File: src/rtl/hram_port_arbiter_pkg.sv
// Shared types and defaults for the HyperRAM two-port arbiter.
package hram_pkg;

    typedef logic [1:0] arb_state_t;
    localparam arb_state_t IDLE  = 2'd0;
    localparam arb_state_t ISSUE = 2'd1;
    localparam arb_state_t WAIT  = 2'd2;
    localparam arb_state_t GAP   = 2'd3;

    typedef logic owner_t;
    localparam owner_t OWNER_CPU = 1'b0;
    localparam owner_t OWNER_DMA = 1'b1;

    localparam int DEF_GAP_CYC = 8;
    localparam int DEF_TIMEOUT = 255;

    // One counter serves both the recovery gap and the completion timeout.
    function automatic int cnt_width(input int gap_cyc, input int timeout);
        int m;
        m = (gap_cyc > timeout) ? gap_cyc : timeout;
        return (m < 1) ? 1 : $clog2(m + 1);
    endfunction

endpackage

File: src/rtl/hram_port_arbiter_if.sv
// Requester ports, engine command/response channel and status of the arbiter.
interface hram_port_arbiter_if #(
    parameter int ADDR_W = 32,
    parameter int DATA_W = 32
);
    logic [ADDR_W-1:0] r0_address;
    logic              r0_read;
    logic              r0_write;
    logic [DATA_W-1:0] r0_writedata;
    logic              r0_waitrequest;
    logic [DATA_W-1:0] r0_readdata;
    logic              r0_readdatavalid;

    logic [ADDR_W-1:0] r1_address;
    logic              r1_read;
    logic              r1_write;
    logic [DATA_W-1:0] r1_writedata;
    logic              r1_waitrequest;
    logic [DATA_W-1:0] r1_readdata;
    logic              r1_readdatavalid;

    logic              cmd_valid;
    logic              cmd_ready;
    logic              cmd_write;
    logic [ADDR_W-1:0] cmd_addr;
    logic [DATA_W-1:0] cmd_wdata;
    logic              rsp_done;
    logic [DATA_W-1:0] rsp_rdata;
    logic              err_timeout;

    modport master (
        input  r0_address, r0_read, r0_write, r0_writedata,
        output r0_waitrequest, r0_readdata, r0_readdatavalid,
        input  r1_address, r1_read, r1_write, r1_writedata,
        output r1_waitrequest, r1_readdata, r1_readdatavalid,
        output cmd_valid, cmd_write, cmd_addr, cmd_wdata,
        input  cmd_ready, rsp_done, rsp_rdata,
        output err_timeout
    );

    modport slave (
        output r0_address, r0_read, r0_write, r0_writedata,
        input  r0_waitrequest, r0_readdata, r0_readdatavalid,
        output r1_address, r1_read, r1_write, r1_writedata,
        input  r1_waitrequest, r1_readdata, r1_readdatavalid,
        input  cmd_valid, cmd_write, cmd_addr, cmd_wdata,
        output cmd_ready, rsp_done, rsp_rdata,
        input  err_timeout
    );
endinterface

File: src/rtl/hram_rr_arb2.sv
// Two-way round-robin picker, purely combinational: a lone requester wins,
// a tie goes to the port that did not win last time.
module hram_rr_arb2
    import hram_pkg::*;
(
    input  logic [1:0] req,
    input  owner_t     last,
    output owner_t     grant,
    output logic       valid
);
    assign valid = |req;
    assign grant = (&req) ? ~last : owner_t'(req[1]);
endmodule

File: src/rtl/hram_port_arbiter.sv
// Shares one HyperRAM engine between CPU (port 0) and DMA (port 1), one access at a time;
// accept cycle is the only cycle with waitrequest low, read data returns the cycle after rsp_done.
module hram_port_arbiter
    import hram_pkg::*;
#(
    parameter int ADDR_W  = 32,
    parameter int DATA_W  = 32,
    parameter int GAP_CYC = DEF_GAP_CYC,
    parameter int TIMEOUT = DEF_TIMEOUT
) (
    input  logic               clk,
    input  logic               rst,
    hram_port_arbiter_if.master bus
);
    localparam int CNT_W = cnt_width(GAP_CYC, TIMEOUT);
    localparam logic [CNT_W-1:0] TMO_LOAD = CNT_W'(TIMEOUT - 1);
    localparam logic [CNT_W-1:0] GAP_LOAD = CNT_W'((GAP_CYC > 0) ? GAP_CYC - 1 : 0);

    arb_state_t        state;
    owner_t            last_grant;
    owner_t            owner;
    owner_t            grant;
    logic              grant_vld;
    logic [1:0]        req;
    logic [CNT_W-1:0]  cnt;
    logic              cmd_write_q;
    logic [ADDR_W-1:0] cmd_addr_q;
    logic [DATA_W-1:0] cmd_wdata_q;
    logic [1:0]        rdv_q;
    logic [DATA_W-1:0] rdata_q [2];
    logic              err_q;
    logic              take0;
    logic              take1;
    logic              complete;
    logic [DATA_W-1:0] rsp_val;

    assign req = {bus.r1_read | bus.r1_write, bus.r0_read | bus.r0_write};

    hram_rr_arb2 u_rr (
        .req   (req),
        .last  (last_grant),
        .grant (grant),
        .valid (grant_vld)
    );

    assign take0 = (state == IDLE) & grant_vld & (grant == OWNER_CPU);
    assign take1 = (state == IDLE) & grant_vld & (grant == OWNER_DMA);
    assign bus.r0_waitrequest = rst | (req[0] & ~take0);
    assign bus.r1_waitrequest = rst | (req[1] & ~take1);

    // A real completion beats a timeout landing on the same cycle.
    assign complete = (state == WAIT) & (bus.rsp_done | (cnt == '0));
    assign rsp_val  = bus.rsp_done ? bus.rsp_rdata : '0;

    always_ff @(posedge clk) begin
        if (rst) begin
            state       <= IDLE;
            last_grant  <= OWNER_DMA;
            owner       <= OWNER_CPU;
            cnt         <= '0;
            cmd_write_q <= 1'b0;
            cmd_addr_q  <= '0;
            cmd_wdata_q <= '0;
            rdv_q       <= 2'b00;
            rdata_q[0]  <= '0;
            rdata_q[1]  <= '0;
            err_q       <= 1'b0;
        end else begin
            rdv_q <= 2'b00;
            case (state)
                IDLE: begin
                    if (grant_vld) begin
                        owner       <= grant;
                        last_grant  <= grant;
                        cmd_write_q <= grant ? bus.r1_write     : bus.r0_write;
                        cmd_addr_q  <= grant ? bus.r1_address   : bus.r0_address;
                        cmd_wdata_q <= grant ? bus.r1_writedata : bus.r0_writedata;
                        state       <= ISSUE;
                    end
                end
                ISSUE: begin
                    if (bus.cmd_ready) begin
                        cnt   <= TMO_LOAD;
                        state <= WAIT;
                    end
                end
                WAIT: begin
                    if (complete) begin
                        if (!cmd_write_q) begin
                            rdv_q[owner]   <= 1'b1;
                            rdata_q[owner] <= rsp_val;
                        end
                        if (!bus.rsp_done) begin
                            err_q <= 1'b1;
                        end
                        if (GAP_CYC == 0) begin
                            state <= IDLE;
                        end else begin
                            cnt   <= GAP_LOAD;
                            state <= GAP;
                        end
                    end else begin
                        cnt <= cnt - CNT_W'(1);
                    end
                end
                GAP: begin
                    if (cnt == '0) begin
                        state <= IDLE;
                    end else begin
                        cnt <= cnt - CNT_W'(1);
                    end
                end
                default: state <= IDLE;
            endcase
        end
    end

    assign bus.cmd_valid        = (state == ISSUE);
    assign bus.cmd_write        = cmd_write_q;
    assign bus.cmd_addr         = cmd_addr_q;
    assign bus.cmd_wdata        = cmd_wdata_q;
    assign bus.r0_readdatavalid = rdv_q[0];
    assign bus.r1_readdatavalid = rdv_q[1];
    assign bus.r0_readdata      = rdata_q[0];
    assign bus.r1_readdata      = rdata_q[1];
    assign bus.err_timeout      = err_q;

endmodule

File: src/flat_wrapper.sv
// flat-port wrapper written by rule: the top's interface ports become plain ports
module hram_port_arbiter_flat import hram_pkg::*;
#(
    parameter int ADDR_W  = 32,
    parameter int DATA_W  = 32,
    parameter int GAP_CYC = DEF_GAP_CYC,
    parameter int TIMEOUT = DEF_TIMEOUT
)
  (clk, rst, bus_r0_address, bus_r0_read, bus_r0_write, bus_r0_writedata, bus_r0_waitrequest, bus_r0_readdata, bus_r0_readdatavalid, bus_r1_address, bus_r1_read, bus_r1_write, bus_r1_writedata, bus_r1_waitrequest, bus_r1_readdata, bus_r1_readdatavalid, bus_cmd_valid, bus_cmd_write, bus_cmd_addr, bus_cmd_wdata, bus_cmd_ready, bus_rsp_done, bus_rsp_rdata, bus_err_timeout);
  hram_port_arbiter_if #(.ADDR_W(ADDR_W), .DATA_W(DATA_W)) bus_i ();
  input  logic clk;
  input  logic rst;
  input wire logic [$bits(bus_i.r0_address)-1:0] bus_r0_address;
  input wire logic [$bits(bus_i.r0_read)-1:0] bus_r0_read;
  input wire logic [$bits(bus_i.r0_write)-1:0] bus_r0_write;
  input wire logic [$bits(bus_i.r0_writedata)-1:0] bus_r0_writedata;
  output wire logic [$bits(bus_i.r0_waitrequest)-1:0] bus_r0_waitrequest;
  output wire logic [$bits(bus_i.r0_readdata)-1:0] bus_r0_readdata;
  output wire logic [$bits(bus_i.r0_readdatavalid)-1:0] bus_r0_readdatavalid;
  input wire logic [$bits(bus_i.r1_address)-1:0] bus_r1_address;
  input wire logic [$bits(bus_i.r1_read)-1:0] bus_r1_read;
  input wire logic [$bits(bus_i.r1_write)-1:0] bus_r1_write;
  input wire logic [$bits(bus_i.r1_writedata)-1:0] bus_r1_writedata;
  output wire logic [$bits(bus_i.r1_waitrequest)-1:0] bus_r1_waitrequest;
  output wire logic [$bits(bus_i.r1_readdata)-1:0] bus_r1_readdata;
  output wire logic [$bits(bus_i.r1_readdatavalid)-1:0] bus_r1_readdatavalid;
  output wire logic [$bits(bus_i.cmd_valid)-1:0] bus_cmd_valid;
  output wire logic [$bits(bus_i.cmd_write)-1:0] bus_cmd_write;
  output wire logic [$bits(bus_i.cmd_addr)-1:0] bus_cmd_addr;
  output wire logic [$bits(bus_i.cmd_wdata)-1:0] bus_cmd_wdata;
  input wire logic [$bits(bus_i.cmd_ready)-1:0] bus_cmd_ready;
  input wire logic [$bits(bus_i.rsp_done)-1:0] bus_rsp_done;
  input wire logic [$bits(bus_i.rsp_rdata)-1:0] bus_rsp_rdata;
  output wire logic [$bits(bus_i.err_timeout)-1:0] bus_err_timeout;
  assign bus_i.r0_address = bus_r0_address;
  assign bus_i.r0_read = bus_r0_read;
  assign bus_i.r0_write = bus_r0_write;
  assign bus_i.r0_writedata = bus_r0_writedata;
  assign bus_r0_waitrequest = bus_i.r0_waitrequest;
  assign bus_r0_readdata = bus_i.r0_readdata;
  assign bus_r0_readdatavalid = bus_i.r0_readdatavalid;
  assign bus_i.r1_address = bus_r1_address;
  assign bus_i.r1_read = bus_r1_read;
  assign bus_i.r1_write = bus_r1_write;
  assign bus_i.r1_writedata = bus_r1_writedata;
  assign bus_r1_waitrequest = bus_i.r1_waitrequest;
  assign bus_r1_readdata = bus_i.r1_readdata;
  assign bus_r1_readdatavalid = bus_i.r1_readdatavalid;
  assign bus_cmd_valid = bus_i.cmd_valid;
  assign bus_cmd_write = bus_i.cmd_write;
  assign bus_cmd_addr = bus_i.cmd_addr;
  assign bus_cmd_wdata = bus_i.cmd_wdata;
  assign bus_i.cmd_ready = bus_cmd_ready;
  assign bus_i.rsp_done = bus_rsp_done;
  assign bus_i.rsp_rdata = bus_rsp_rdata;
  assign bus_err_timeout = bus_i.err_timeout;
  hram_port_arbiter #(.ADDR_W(ADDR_W), .DATA_W(DATA_W), .GAP_CYC(GAP_CYC), .TIMEOUT(TIMEOUT)) u_core (.clk(clk), .rst(rst), .bus(bus_i));
endmodule
File: config.mk
export PLATFORM = sky130hd
export DESIGN_NAME = hram_port_arbiter_flat
export DESIGN_NICKNAME = d
export VERILOG_FILES = /design/src/rtl/hram_port_arbiter_pkg.sv /design/src/rtl/hram_port_arbiter_if.sv /design/src/rtl/hram_rr_arb2.sv /design/src/rtl/hram_port_arbiter.sv /design/src/flat_wrapper.sv
export SDC_FILE = /design/constraint.sdc
export NUM_CORES = 1
export LEC_CHECK = 0
export ABC_AREA = 1
export CORE_MARGIN = 2
export CORE_UTILIZATION = 40
export DETAILED_ROUTE_END_ITERATION = 8
export DONT_BUFFER_PORTS = 1
export PLACE_DENSITY_LB_ADDON = 0.2
export REMOVE_ABC_BUFFERS = 1
export SETUP_SLACK_MARGIN = 0.5
export SLEW_MARGIN = 20
export SYNTH_ARGS = -nofsm -noshare
export SYNTH_HDL_FRONTEND = slang
export SYNTH_SLANG_ARGS = --single-unit
File: constraint.sdc
create_clock -name clk -period 6.6 [get_ports clk]
set_input_delay 1.32 -clock clk [delete_from_list [all_inputs] [get_ports clk]]
set_output_delay 1.32 -clock clk [all_outputs]
set_load 0.005 [all_outputs]
[Word-level counts from Yosys, hierarchy flattened]
Memories as Yosys holds them, arrays and structs flattened.
Index checks and enable logic that the tools add are counted.
Storage, ports and cells
  flip-flop bits (word level): 80
  memory bits (writable): 64
  bits of input ports: 168
  output and inout bits: 135
  memories kept: 1
Memory list
  u_core.rdata_q: depth 2, bits a word 32, rd ports 2, clocked after memory_dff 0, wr ports 2, line hram_port_arbiter.sv:30  | logic [DATA_W-1:0] rdata_q [2];
Cells by class
  add/subtract/negate cells: 1
  order comparisons: 2
  equal/unequal tests: 8
  mux-type cells: 26
  bitwise operators: 18
  reduce and logical (&&, ||, !) cells: 12
Operator list (count)
  $mux 32: 4
  $reduce_or 32->1: 1
  $mux 8: 3
  $pmux 8 s3: 1
  $mux 1: 12
  $logic_not 8->1: 1
  $mux 2: 4
  $ne 2x1->1 const B: 4
  $pmux 2 s4: 1
  $sub 8x1->8 const B: 1
  $not 1->1: 7
  $and 1x1->1: 6
  $reduce_and 3->1: 2
  $or 1x1->1: 5
  $eq 2x2->1 const B: 2
  $reduce_and 2->1: 2
  $reduce_and 4->1: 1
  $reduce_or 4->1: 1
  $reduce_bool 3->1: 1
  $eq 2x1->1 const B: 1
  $logic_not 2->1: 1
  $lt 1x2->1 const B: 1
  $ne 2x2->1 const B: 1
  $reduce_or 2->1: 1
  3 further kinds: 3

[Logic depth before layout (Yosys ltp)]
  word-level depth: 9
  mapped depth: 10

[Modules after synthesis]
Synthesis repeated with hierarchy kept, for this count alone.
Unflattened totals
  cell total of the unflattened synthesis: 667
  area total of the unflattened synthesis: 5944.5 µm²
By module, submodules not included
  hram_port_arbiter: times used 1, cells each 664, area an instance 5929.4 µm², sequential area each 3523.4 µm²
  hram_rr_arb2: times used 1, cells each 3, area an instance 15.0 µm², sequential area each 0.0 µm²

[Worst setup path before layout]
OpenSTA, ideal clock, no wires.
  path type: input to output
  start point: input port bus_r1_write
  end point: output port bus_r0_waitrequest
  data arrival time: 2147 ps
  data required time: 5280 ps
  slack: 3133 ps
  cell stages on the path: 7
  cell sequence: nor2_2 -> inv_2 -> o21ai_4 -> nor2_2 -> buf_4 -> buf_6 -> o21ai_1
Between the ends
  longest elaborated chain between the ends: 8
  elaborated cells on any way between the ends: 10
  those cells by class: 1 x mux; 7 x bitwise; 2 x reduce/logical
RTL lines
  from (decl): line flat_wrapper.sv:22  | input wire logic [$bits(bus_i.r1_write)-1:0] bus_r1_write;
  $or 1x1->1 *: line hram_port_arbiter.sv:37  | assign req = {bus.r1_read | bus.r1_write, bus.r0_read | bus.r0_write};
  $reduce_and 2->1: line hram_rr_arb2.sv:12  | assign grant = (&req) ? ~last : owner_t'(req[1]);
  $mux 1: line hram_rr_arb2.sv:12
  $not 1->1: line hram_port_arbiter.sv:46  | assign take0 = (state == IDLE) & grant_vld & (grant == OWNER_CPU);
  $and 1x1->1 *: line hram_port_arbiter.sv:46
  $not 1->1 *: line hram_port_arbiter.sv:48  | assign bus.r0_waitrequest = rst | (req[0] & ~take0);
  $and 1x1->1 *: line hram_port_arbiter.sv:48
  $or 1x1->1 *: line hram_port_arbiter.sv:48
  to (decl): line flat_wrapper.sv:17  | output wire logic [$bits(bus_i.r0_waitrequest)-1:0] bus_r0_waitrequest;
Mark *: on every way between the ends. The rest lies on a longest branch, timed or not.

[Worst setup path in the final report]
Same ends and word-level chain as after synthesis.

==> results.sh <==
export IMPL_crit_required_ns=5.28
export IMPL_post_cts_setup_buffers=0
export IMPL_cts_tree="built"
export IMPL_drc=0
export IMPL_cts_root_buf="clkbuf_16"
export IMPL_wl_per_cell_um=18.95
export IMPL_yosysSeqAreaShare_pct=59.16
export IMPL_antennaDiodeCount=0
export IMPL_crit_chain="nor2_2, inv_2, o21ai_4, buf_4, nor2_4, buf_4, o21ai_1"
export IMPL_via_per_inst=5.417
export IMPL_dr_first_iter_drc_count=308
export IMPL_numCtsBuffers=17
export IMPL_startpoint="bus_r1_write"
export IMPL_worstMarginPinSlew_ns=0.7089
export IMPL_grt_usage_pct=19.79
export IMPL_cp_num_buf_inv=3
export IMPL_layout_commonest_cell="nand2_1"
export IMPL_grt_ovfl_total=0
export IMPL_final_cell_mix="nand2_1, dfxtp_1, nor2_1"
export IMPL_fp_dieH_um=126.0
export IMPL_cts_htree_levels=4
export IMPL_crit_family="buffers and inverters"
export IMPL_worstPathMaxFanout=68
export IMPL_cap_violations=0
export IMPL_critPathCaptureType="primary output"
export IMPL_port_buffer_count=0
export IMPL_run_status="complete, no violations"
export IMPL_hold_viol=0
export IMPL_relSlewSlack_pct=52.74
export IMPL_core_area_mm2=0.01453
export IMPL_post_place_cells=817
export IMPL_use_met2_pct=33.08
export IMPL_synth_distinct_cells=27
export IMPL_fin_crit_ns=4.132
export IMPL_antenna_found_initial=0
export IMPL_grt_use_met3_pct=9.133
export IMPL_dr_pass1_iters=5
export IMPL_dp_hpwl_um=11270
export IMPL_rsz0062_at_grt="no"
export IMPL_syn_area_per_cell_um2=8.916
export IMPL_total_power_mw=2.931
export IMPL_stdcell_count=849
export IMPL_tns_ns=0
export IMPL_synthesis_area_mm2=0.005956
export IMPL_hp_start="u_core.cnt[0]"
export IMPL_area_delta_synth_final_pct=10.46
export IMPL_grt_max_degree=72
export IMPL_power_leakage_nw=2.463
export IMPL_io_pins=303
export IMPL_finalMaxSlewViolations=0
export IMPL_cts_resized=0
export IMPL_cpMostUsedCell="buf_4"
export IMPL_reg2reg_from="u_core.cnt[0]"
export IMPL_whs_ns=0.4747
export IMPL_crit_arrival_ns=2.81
export IMPL_rows=44
export IMPL_postSynthCellCount=668
export IMPL_grt_pass1_vias=4657
export IMPL_clkLatencyLatePin_ns=0.42
export IMPL_reg2reg_slack_ns=4.19
export IMPL_cts_sinks=144
export IMPL_grt_busiest_layer="met2"
export IMPL_min_period_over_period_pct=62.60
export IMPL_dieWidth_um=126.0
export IMPL_finalSetupViolCount=0
export IMPL_peakVddDrop_v=0.0001946
export IMPL_worst_setup_path_type="in2out"
export IMPL_route_final_wire_length_um=16090
export IMPL_startpoint_type="primary input"
export IMPL_grt_pass1_wl_um=24850
export IMPL_final_nets=826
export IMPL_initial_core_util_pct=40.98
export IMPL_clockBufferDepth=2
export IMPL_met1_usage_pct=21.89
export IMPL_hp_class="reg2reg"
export IMPL_drt_antenna_violating_nets=0
export IMPL_cts_hold_buf=0
export IMPL_slowest_delay_ns=0.56
export IMPL_fmax_mhz=242.0
export IMPL_fin_skew_ns=0.01187
export IMPL_synth_seq_cells=144
export IMPL_path_clk_slew_ns=0.06
export IMPL_route_vias_total=4599
export IMPL_yosys_warnings=0
export IMPL_powerDensity_mw_per_mm2=445.5
export IMPL_gp_congestion=0.9000
export IMPL_dieArea_mm2=0.01588
export IMPL_drive_above_1_share_pct=7.820
export IMPL_crit_slowest_cell="buf_4"
[registers in the layout, summed over array words and instances, names as in the netlist]
name	flops
u_core.cnt	8
u_core.bus.err_timeout	1
u_core.last_grant	1
u_core.rdv_q	2
u_core.rdata_q	64
u_core.bus.cmd_write	1
u_core.bus.cmd_wdata	32
u_core.bus.cmd_addr	32
u_core.owner	1
u_core.state	2
[layer usage]
layer / share of wire (%) / vias to the layer above
met5: 0 / -
met4: 1.6 / 0
met3: 9.9 / 18
met2: 50 / 246
met1: 38 / 2172
li1: - / 2163
[layout make-up]
class / instances / area [um^2]
fillers: 1394 / 7955
flip-flops and latches: 144 / 3523
multi-input cells: 457 / 2079
clock buffers: 17 / 425.4
well taps: 184 / 230.2
clock inverters: 15 / 181.4
inverters: 27 / 101.3
repair buffers: 5 / 37.54
[metrics by stage]
stage | instance area [um^2] | setup slack, ns | util, %
floorplan | 5694 | 2.015 | -
global placement | 5972 | 2.488 | 41.09
detailed placement | 5972 | 2.420 | 41.09
CTS | 6579 | 2.411 | 45.27
global route | 6579 | 2.316 | 45.27
finish | 6579 | 2.468 | 45.27
[cells in the mapped netlist (all sizes together)]
cell / instances / share of area [%]
dfxtp: 80 / 27
ha: 6 / 1.3
clkbuf: 13 / 0.82
a21oi: 13 / 1.1
and2: 1 / 0.11
inv: 26 / 1.6
xor2: 5 / 0.74
nand4: 3 / 0.82
nand3b: 1 / 0.13
nand3: 6 / 0.50
o31ai: 1 / 0.13
nand2: 270 / 17
edfxtp: 64 / 32
nor2: 82 / 5.4
a31oi: 65 / 6.8
buf: 27 / 3.6
o21ai: 4 / 0.59
clkinv: 1 / 0.063
[worst register-to-register path, delay by kind of cell (launching register included)]
| kind | cells | cell delay (ns) |
|---|---|---|
| AO/OA/AOI/OAI | 1 | 0.14 |
| flip-flops | 1 | 0.32 |
| adder cells (fa/ha/maj) | 1 | 0.16 |
| AND/OR/NAND/NOR | 4 | 0.79 |
| buffers and inverters | 3 | 0.63 |
[power by group]
group | switching, mW | internal (mW)
Clock | 0.386 | 0.599
Sequential | 0.149 | 1.12
Combinational | 0.461 | 0.215
Total | 0.996 | 1.93
[final timing paths]
| kind | to | cells after the start |
|---|---|---|
| setup / recovery | bus_r0_waitrequest | 7 |
| hold / removal | u_core.cnt[0] | 2 |
| hold reg to reg | u_core.cnt[0] | 2 |
| setup reg to reg | u_core.rdata_q[1][20] | 9 |
[cells by family after synthesis]
group                      after synthesis  share of synthesized area (%)
AOI/OAI and AO/OA                       83                          8.634
xor gates and xnor gates                 5                         0.7353
adders and majority gates                6                          1.260
buffers and inverters                   67                          6.092
DFF                                    144                          59.16
and+or+nand+nor                        363                          24.12
Note: power is estimated with default switching activity, not from simulation.
